**config.mk**
```make
export PLATFORM = sky130hd
export DESIGN_NAME = hazard_ctrl
export DESIGN_NICKNAME = d
export VERILOG_FILES = /design/src/rtl/hazard_ctrl.sv
export SDC_FILE = /design/constraint.sdc
export NUM_CORES = 1
export LEC_CHECK = 0
export ABC_AREA = 1
export BUFFER_PORTS_ARGS = -buffer_cell sky130_fd_sc_hd__buf_2
export CAP_MARGIN = 20
export CORE_MARGIN = 5
export CORE_UTILIZATION = 49
export CTS_CLUSTER_DIAMETER = 150
export DETAILED_ROUTE_END_ITERATION = 16
export GPL_TIMING_DRIVEN = 1
export PLACE_DENSITY = 0.81
export SETUP_SLACK_MARGIN = 0.4
export SLEW_MARGIN = 30
export SYNTH_ARGS = -nofsm -noshare
export SYNTH_HDL_FRONTEND = slang
export SYNTH_SLANG_ARGS = --single-unit
```
**constraint.sdc**
```tcl
create_clock -name clk -period 3.9 [get_ports clk]
set_input_delay 0.585 -clock clk [delete_from_list [all_inputs] [get_ports clk]]
set_output_delay 0.585 -clock clk [all_outputs]
set_load 0.02 [all_outputs]
```
**src/rtl/hazard_ctrl.sv**
```systemverilog
// Stall/flush controller for the five-stage core: load-use and HI/LO hazards,
// taken-branch squash, and sequencing of the shared multi-cycle MDU.
module hazard_ctrl #(
   parameter int REG_ADDR_W = 5,
   parameter int MUL_CYCLES = 4,
   parameter int DIV_CYCLES = 32,
   parameter int CNT_W      = 16
) (
   input  logic                  clk,
   input  logic                  rst,
   input  logic [REG_ADDR_W-1:0] ID_rs,
   input  logic [REG_ADDR_W-1:0] ID_rt,
   input  logic                  ID_UseRs,
   input  logic                  ID_UseRt,
   input  logic                  ID_IsStore,
   input  logic                  ID_MdStart,
   input  logic                  ID_MdIsDiv,
   input  logic                  ID_ReadsHiLo,
   input  logic                  EX_MemRd,
   input  logic [REG_ADDR_W-1:0] EX_RegDstAddr,
   input  logic                  EX_BranchTaken,
   output logic                  PC_Stall,
   output logic                  IF_ID_Stall,
   output logic                  IF_ID_Flush,
   output logic                  ID_EX_Flush,
   output logic                  Md_Issue,
   output logic                  MdBusy,
   output logic                  MdDone,
   output logic [CNT_W-1:0]      StallCnt
);

   localparam int MAX_CYC = (DIV_CYCLES > MUL_CYCLES) ? DIV_CYCLES : MUL_CYCLES;
   localparam int MD_W    = (MAX_CYC > 1) ? $clog2(MAX_CYC) : 1;
   localparam logic [MD_W-1:0] MUL_LD = MD_W'(MUL_CYCLES - 1);
   localparam logic [MD_W-1:0] DIV_LD = MD_W'(DIV_CYCLES - 1);

   typedef enum logic {S_IDLE, S_BUSY} state_t;

   state_t            r_state, w_state_nxt;
   logic [MD_W-1:0]   r_cnt, w_cnt_nxt;
   logic              r_done, w_done_nxt;
   logic [CNT_W-1:0]  r_stall_cnt;
   logic              w_load_use, w_md_hazard, w_stall;

   // Store data (rt) is forwarded WB->MEM, so an rt-only match on a store is not a hazard.
   assign w_load_use = EX_MemRd && (EX_RegDstAddr != '0) &&
                       ((ID_UseRs && (ID_rs == EX_RegDstAddr)) ||
                        (ID_UseRt && (ID_rt == EX_RegDstAddr) && !ID_IsStore));
   assign w_md_hazard = MdBusy && (ID_MdStart || ID_ReadsHiLo);
   assign w_stall     = (w_load_use || w_md_hazard) && !EX_BranchTaken;

   assign MdBusy      = (r_state == S_BUSY);
   assign MdDone      = r_done;
   assign StallCnt    = r_stall_cnt;
   assign PC_Stall    = w_stall;
   assign IF_ID_Stall = w_stall;
   assign IF_ID_Flush = EX_BranchTaken;
   assign ID_EX_Flush = w_stall || EX_BranchTaken;
   assign Md_Issue    = ID_MdStart && !MdBusy && !w_stall && !EX_BranchTaken;

   always_comb begin
      w_state_nxt = r_state;
      w_cnt_nxt   = r_cnt;
      w_done_nxt  = 1'b0;
      case (r_state)
         S_IDLE: begin
            if (Md_Issue) begin
               w_state_nxt = S_BUSY;
               w_cnt_nxt   = ID_MdIsDiv ? DIV_LD : MUL_LD;
            end
         end
         S_BUSY: begin
            if (r_cnt == '0) begin
               w_state_nxt = S_IDLE;
               w_done_nxt  = 1'b1;
            end else begin
               w_cnt_nxt = r_cnt - 1'b1;
            end
         end
         default: w_state_nxt = S_IDLE;
      endcase
   end

   always_ff @(posedge clk or posedge rst) begin
      if (rst) begin
         r_state     <= S_IDLE;
         r_cnt       <= '0;
         r_done      <= 1'b0;
         r_stall_cnt <= '0;
      end else begin
         r_state <= w_state_nxt;
         r_cnt   <= w_cnt_nxt;
         r_done  <= w_done_nxt;
         if (w_stall && (r_stall_cnt != '1))
            r_stall_cnt <= r_stall_cnt + 1'b1;
      end
   end

endmodule

```
==> out/summary.txt, run 1 <==
Setup CP Type = input port to output port
Largest area contributor in the netlist = dfrtp_1
FP Rows = 21
FMAX = 431.8 MHz
Worst Hold Class = input port to async pin
Routed via count = 1622
Final setup violation count = 0
Share of layout cells above drive strength 1 = 22.07%
Setup TNS = 0 ns
Avg Inst Size Synth = 6.707 µm²
Largest net degree at the start of global routing = 24
Worst vdd ir = 272.0 µV
Total grt overflow = 0
First-pass GRT wire length = 6451 µm
Die area = 4595 µm²
Slowest stage delay, CP = 0.20 ns
Gr usage total = 17.95%
Worst Path Required = 3.31 ns
Vias per inst = 4.827
DR DRC count = 0
Max Cap Viol = 0
Buffers on Ports = 47
Sequence of cells on the critical path = buf_2 -> inv_1 -> nand2_1 -> nand2_1 -> nor2_1 -> nand3_1 -> nand2_1 -> nand2_2 -> a21oi_2 -> buf_4 -> buf_2
Synth top area cells = dfrtp_1, nand2_1, nand3_1
Synth warn = 0
CTS root buf = clkbuf_4
Iter 0 DRT Violations = 98
Initial Util = 49.83%
Clock share of power = 13.2%
CTS tree = done
# clock sinks = 23
Synth Cell Area = 1637 µm²
Top cell type's share of synthesized area = 35.17%
Register area = 575.6 µm²
Wire per inst = 11.17 µm
Psw = 383.3 µW
RSZ-0062 raised after global routing = no
Syn_nets = 272
Most frequent cells in the layout = nand2_1, buf_2, nand3_1
Clk buf depth = 2
Number of setup buffers added after CTS = 0
Latest clock arrival within the worst-skew pair = 0.31 ns
Cts bufs inserted = 3
Setup crit start kind = input port
Sequential-to-total area share from yosys stat = 35.17%
CTS H-tree lvls = 1
Routability Congestion = 0.8909
Die height = 67.79 µm
Final period util = 59.38%
Hold slack = 0.2740 ns
Final nets = 319
Slowest cell on the critical path = buf_4
Pint = 471.1 µW
Area grow syn2layout = 16.90%
Clock skew = 0.007083 ns
Initial antenna violation count = 0
Core ar. = 3284 µm²
Period minus WS final = 2.316 ns
# IOs = 48
Slew headroom = 62.26%
Antenna diode count = 0
Leak pwr = 0.001104 µW
Buf/Inv on CP = 4
Clk slew on worst S/H paths = 0.13 ns
Synth cell types = 24
Total power = 854.4 µW
Crit-path leading delay family = buffers and inverters
Layout Cells excl Fill = 336
Maximum fanout along the worst path = 14
Commonest non-fill, non-tap cell in the layout = nand2_1
Hold-fix buffers at CTS = 0
Post-CTS sizing = 0
Cell mode on critical path = nand2_1
CP Capture Type = output port
Worst-Margin Slew = 0.5602 ns
Vias in the first global route = 1562
Final hold vios = 0
Die Width = 67.79 µm
Post-synthesis cell count = 244
Dpl cells = 332
Area of the multi-input gates = 898.4 µm²
Final WL = 3753 µm
Status = completed
PD cells = 446.6 nW/µm²
Detailed Place HPWL = 2939 µm
Net Sw Frac = 44.86%
Sequential power share = 42.4%
Fill count = 325
FF+latch count, synth = 23
Comb pwr share = 44.4%
Post-route ant nets = 0
First drt pass iteration count = 4
Critical path arrival = 1.73 ns
Final slew viol count = 0
## cell type report
cell class | count | share of cell area [%]
well taps | 46 | 3.009
multi-input cells | 185 | 46.96
inverters | 30 | 5.886
flip-flops and latches | 23 | 30.09
clock buffers | 4 | 1.373
repair buffers | 48 | 12.69
## path summary, 6_finish.rpt
path / start / endpoint / slack (ns) / cells after the start
worst max register to register: StallCnt[0] / StallCnt[15] / 1.79 / 9
min in group clk: r_cnt[1] / r_cnt[1] / 0.54 / 2
max in group asynchronous: rst / StallCnt[10] / 3.28 / 2
worst max-delay path: EX_RegDstAddr[4] / IF_ID_Stall / 1.58 / 11
worst min-delay path: rst / r_cnt[0] / 0.27 / 2
worst min register to register: r_cnt[1] / r_cnt[1] / 0.54 / 2
## routing by layer
| layer | track usage [%] | vias to the layer above | part of all wire, % |
|---|---|---|---|
| met4 | 3.226 | 0 | 0.40 |
| met2 | 32.20 | 29 | 51 |
| met3 | 3.328 | 2 | 4.4 |
| met1 | 22.48 | 743 | 44 |
| li1 | - | 848 | - |
| met5 | 0 | - | 0 |
## flip-flops by register name, indices dropped and copies added (netlist names)
signal	flops
MdDone	1
MdBusy	1
StallCnt	16
r_cnt	5
## power by group through the flow
stage | clock network (µW) | registers [µW] | logic [µW]
detailed placement | 0 | 364 | 384
CTS | 118 | 361 | 384
floorplan | 0 | 385 | 260
global route | 125 | 373 | 440
finish | 112 | 362 | 380
global placement | 0 | 363 | 370
## cell usage after synthesis
library cell,n
nor2_2,1
o21ai_1,2
nand3_2,2
dfrtp_1,23
nand4_1,1
nand4_2,2
nor3_2,1
xor2_1,5
buf_4,3
a21oi_1,2
nor2_1,25
xnor2_1,9
nand3_1,29
nand2_1,90
buf_2,1
a21oi_2,1
buf_6,2
o21ai_0,7
ha_1,3
nand3b_1,1
nand2_2,2
nor3_1,2
inv_2,3
inv_1,27
## worst register-to-register path, delay by kind of cell (launching register included)
kind | cells | cell delay (ns)
flops | 1 | 0.46
buf+inv | 1 | 0.09
simple gates | 6 | 1.15
compound gates | 1 | 0.08
fa+ha+maj | 1 | 0.25
## metrics by stage
| step | cell area [µm²] | worst slack (ns) | util (%) |
|---|---|---|---|
| after floorplan | 1637 | 1.773 | - |
| final | 1913 | 1.584 | 58.25 |
| after global routing | 1913 | 1.461 | 58.25 |
| after global placement | 1887 | 1.593 | 57.45 |
| after detailed placement | 1887 | 1.576 | 57.45 |
| after CTS | 1913 | 1.573 | 58.25 |
## cell families after synthesis
| group | share of synthesized area [%] |
|---|---|
| and+or+nand+nor | 41.21 |
| buffers and inverters | 9.938 |
| DFF | 35.17 |
| xor gates and xnor gates | 7.493 |
| AOI/OAI and AO/OA | 3.899 |
| adders and majority gates | 2.294 |
No activity file was read; power rests on OpenSTA's default activity.
==> run 2, diff against run 1 <==
clock period = 2.3 ns   (was 3.9 ns; I/O delays follow)
==> out/summary.txt, run 2 (synthesized netlist as in run 1, its figures left out) <==
Worst Hold Class = input port to async pin (unchanged)
First drt pass iteration count = 4 (unchanged)
Final period util = 79.73%
Hold slack = 0.02370 ns (was 0.2740 ns)
Detailed Place HPWL = 2892 µm (was 2939 µm)
Setup crit start kind = register (was input port)
CTS root buf = clkbuf_4 (unchanged)
Routability Congestion = 0.9514 (was 0.8909)
First-pass GRT wire length = 5947 µm (was 6451 µm)
Buf/Inv on CP = 2 (was 4)
Cts bufs inserted = 3 (unchanged)
Die Width = 67.79 µm (unchanged)
Initial Util = 49.83% (unchanged)
Layout Cells excl Fill = 339 (was 336)
Crit-path leading delay family = flip-flops (was buffers and inverters)
Clk slew on worst S/H paths = 0.15 ns (was 0.13 ns)
Status = completed (unchanged)
DR DRC count = 0 (unchanged)
Setup TNS = 0 ns (unchanged)
Wire per inst = 10.81 µm (was 11.17 µm)
Core ar. = 3284 µm² (unchanged)
# clock sinks = 23 (unchanged)
Clk buf depth = 2 (unchanged)
Share of layout cells above drive strength 1 = 23.21% (was 22.07%)
Final hold vios = 0 (unchanged)
Max Cap Viol = 0 (unchanged)
Latest clock arrival within the worst-skew pair = 0.32 ns (was 0.31 ns)
Post-route ant nets = 0 (unchanged)
Most frequent cells in the layout = nand2_1, buf_2, nand3_1 (unchanged)
Slowest stage delay, CP = 0.45 ns (was 0.20 ns)
Worst Path Required = 1.96 ns (was 3.31 ns)
Period minus WS final = 1.834 ns
CTS tree = done (unchanged)
Vias in the first global route = 1405 (was 1562)
Commonest non-fill, non-tap cell in the layout = nand2_1 (unchanged)
Largest net degree at the start of global routing = 24 (unchanged)
Initial antenna violation count = 0 (unchanged)
Gr usage total = 16.72% (was 17.95%)
Routed via count = 1603 (was 1622)
Fill count = 323 (was 325)
Dpl cells = 335 (was 332)
Slowest cell on the critical path = dfrtp_2 (was buf_4)
Final nets = 322 (was 319)
Worst-Margin Slew = 0.2941 ns (was 0.5602 ns)
Final slew viol count = 0 (unchanged)
Die area = 4595 µm² (unchanged)
CP Capture Type = output port (unchanged)
Final WL = 3664 µm (was 3753 µm)
Maximum fanout along the worst path = 8 (was 14)
Antenna diode count = 0 (unchanged)
CTS H-tree lvls = 1 (unchanged)
Leak pwr = 0.001121 µW (was 0.001104 µW)
# IOs = 48 (unchanged)
Vias per inst = 4.729 (was 4.827)
Iter 0 DRT Violations = 101 (was 98)
Number of setup buffers added after CTS = 0 (unchanged)
Final setup violation count = 0 (unchanged)
Clock skew = 0.01916 ns (was 0.007083 ns)
RSZ-0062 raised after global routing = yes (was no)
FMAX = 545.3 MHz
Worst vdd ir = 553.2 µV (was 272.0 µV)
Setup CP Type = register to output port (was input port to output port)
Slew headroom = 80.24% (was 62.26%)
Area grow syn2layout = 18.88% (was 16.90%)
Max reg flops = 16 (unchanged)
PD cells = 753.2 nW/µm² (was 446.6 nW/µm²)
Buffers on Ports = 47 (unchanged)
FP Rows = 21 (unchanged)
Critical path arrival = 1.49 ns (was 1.73 ns)
Die height = 67.79 µm (unchanged)
Hold-fix buffers at CTS = 0 (unchanged)
Total grt overflow = 0 (unchanged)
Sequence of cells on the critical path = o21ai_0 -> buf_4 -> a21oi_2 -> buf_2 (was buf_2 -> inv_1 -> nand2_1 -> nand2_1 -> nor2_1 -> nand3_1 -> nand2_1 -> nand2_2 -> a21oi_2 -> buf_4 -> buf_2)
[run 2: cell types whose count changed in the layout (fill, tap and decap cells not counted)]
cell	delta
dfrtp_2	+1
buf_4	+3
clkbuf_1	-1
dfrtp_1	-1
inv_1	+1
inv_2	-1
nand3_2	-1
nand3_4	+1
clkinv_2	+1
[run 2: area by class of cell]
class | count | area, µm² | share of cell area [%]
timing repair buffer | 51 | 265.3 | 13.63
inverter | 30 | 112.6 | 5.788
clock buffer | 3 | 22.52 | 1.158
clock inverter | 1 | 5.005 | 0.2572
sequential | 23 | 576.8 | 29.65
tap | 46 | 57.56 | 2.958
multi-input combinational | 185 | 905.9 | 46.56
[run 2: what timing repair did]
item                       in CTS  in global routing
setup endpoints to repair       2                 19
resized for setup               1                  1
pin swaps                       0                  1
[run 2: per-stage QoR]
stage | power (µW) | utilization [%] | worst slack [ns] | cell area (µm²)
global placement | 1256 | 58.13 | 0.5167 | 1909
CTS | 1463 | 59.01 | 0.4641 | 1938
floorplan | 1095 | - | 0.5799 | 1637
global route | 1602 | 59.24 | 0.3804 | 1946
detailed placement | 1271 | 58.13 | 0.5115 | 1909
finish | 1465 | 59.24 | 0.4662 | 1946
[run 2: worst register-to-register path, delay by kind of cell, from the launching register on]
kind,cells,cell delay [ns]
flops,1,0.46
fa+ha+maj,1,0.26
buf+inv,2,0.31
simple gates,6,0.61
[run 2: path summary, 6_finish.rpt]
kind / from / to / slack [ns] / depth (start not counted)
setup / recovery: MdBusy / IF_ID_Stall / 0.47 / 4
hold / removal: rst / StallCnt[14] / 0.02 / 3
setup reg to reg: StallCnt[0] / StallCnt[13] / 0.54 / 9
hold reg to reg: r_cnt[1] / r_cnt[1] / 0.53 / 2
max in group asynchronous: rst / MdBusy / 2.01 / 3
min in group clk: EX_BranchTaken / StallCnt[4] / 0.31 / 4
[run 2: report_power, final]
| group | internal, µW | switching (µW) | total [µW] | leakage, µW |
|---|---|---|---|---|
| clock | 65.1 | 131 | 196 | 0.0000177 |
| sequential | 500 | 111 | 611 | 0.000302 |
| combinational | 246 | 413 | 659 | 0.000802 |
[run 2: per-layer routing]
layer,up-vias,GRT usage [%],share of wire (%)
li1,854,-,-
met1,710,20.92,44
met2,39,30.01,50
met3,0,4.160,5.8
met4,0,1.489,0
met5,-,0,0
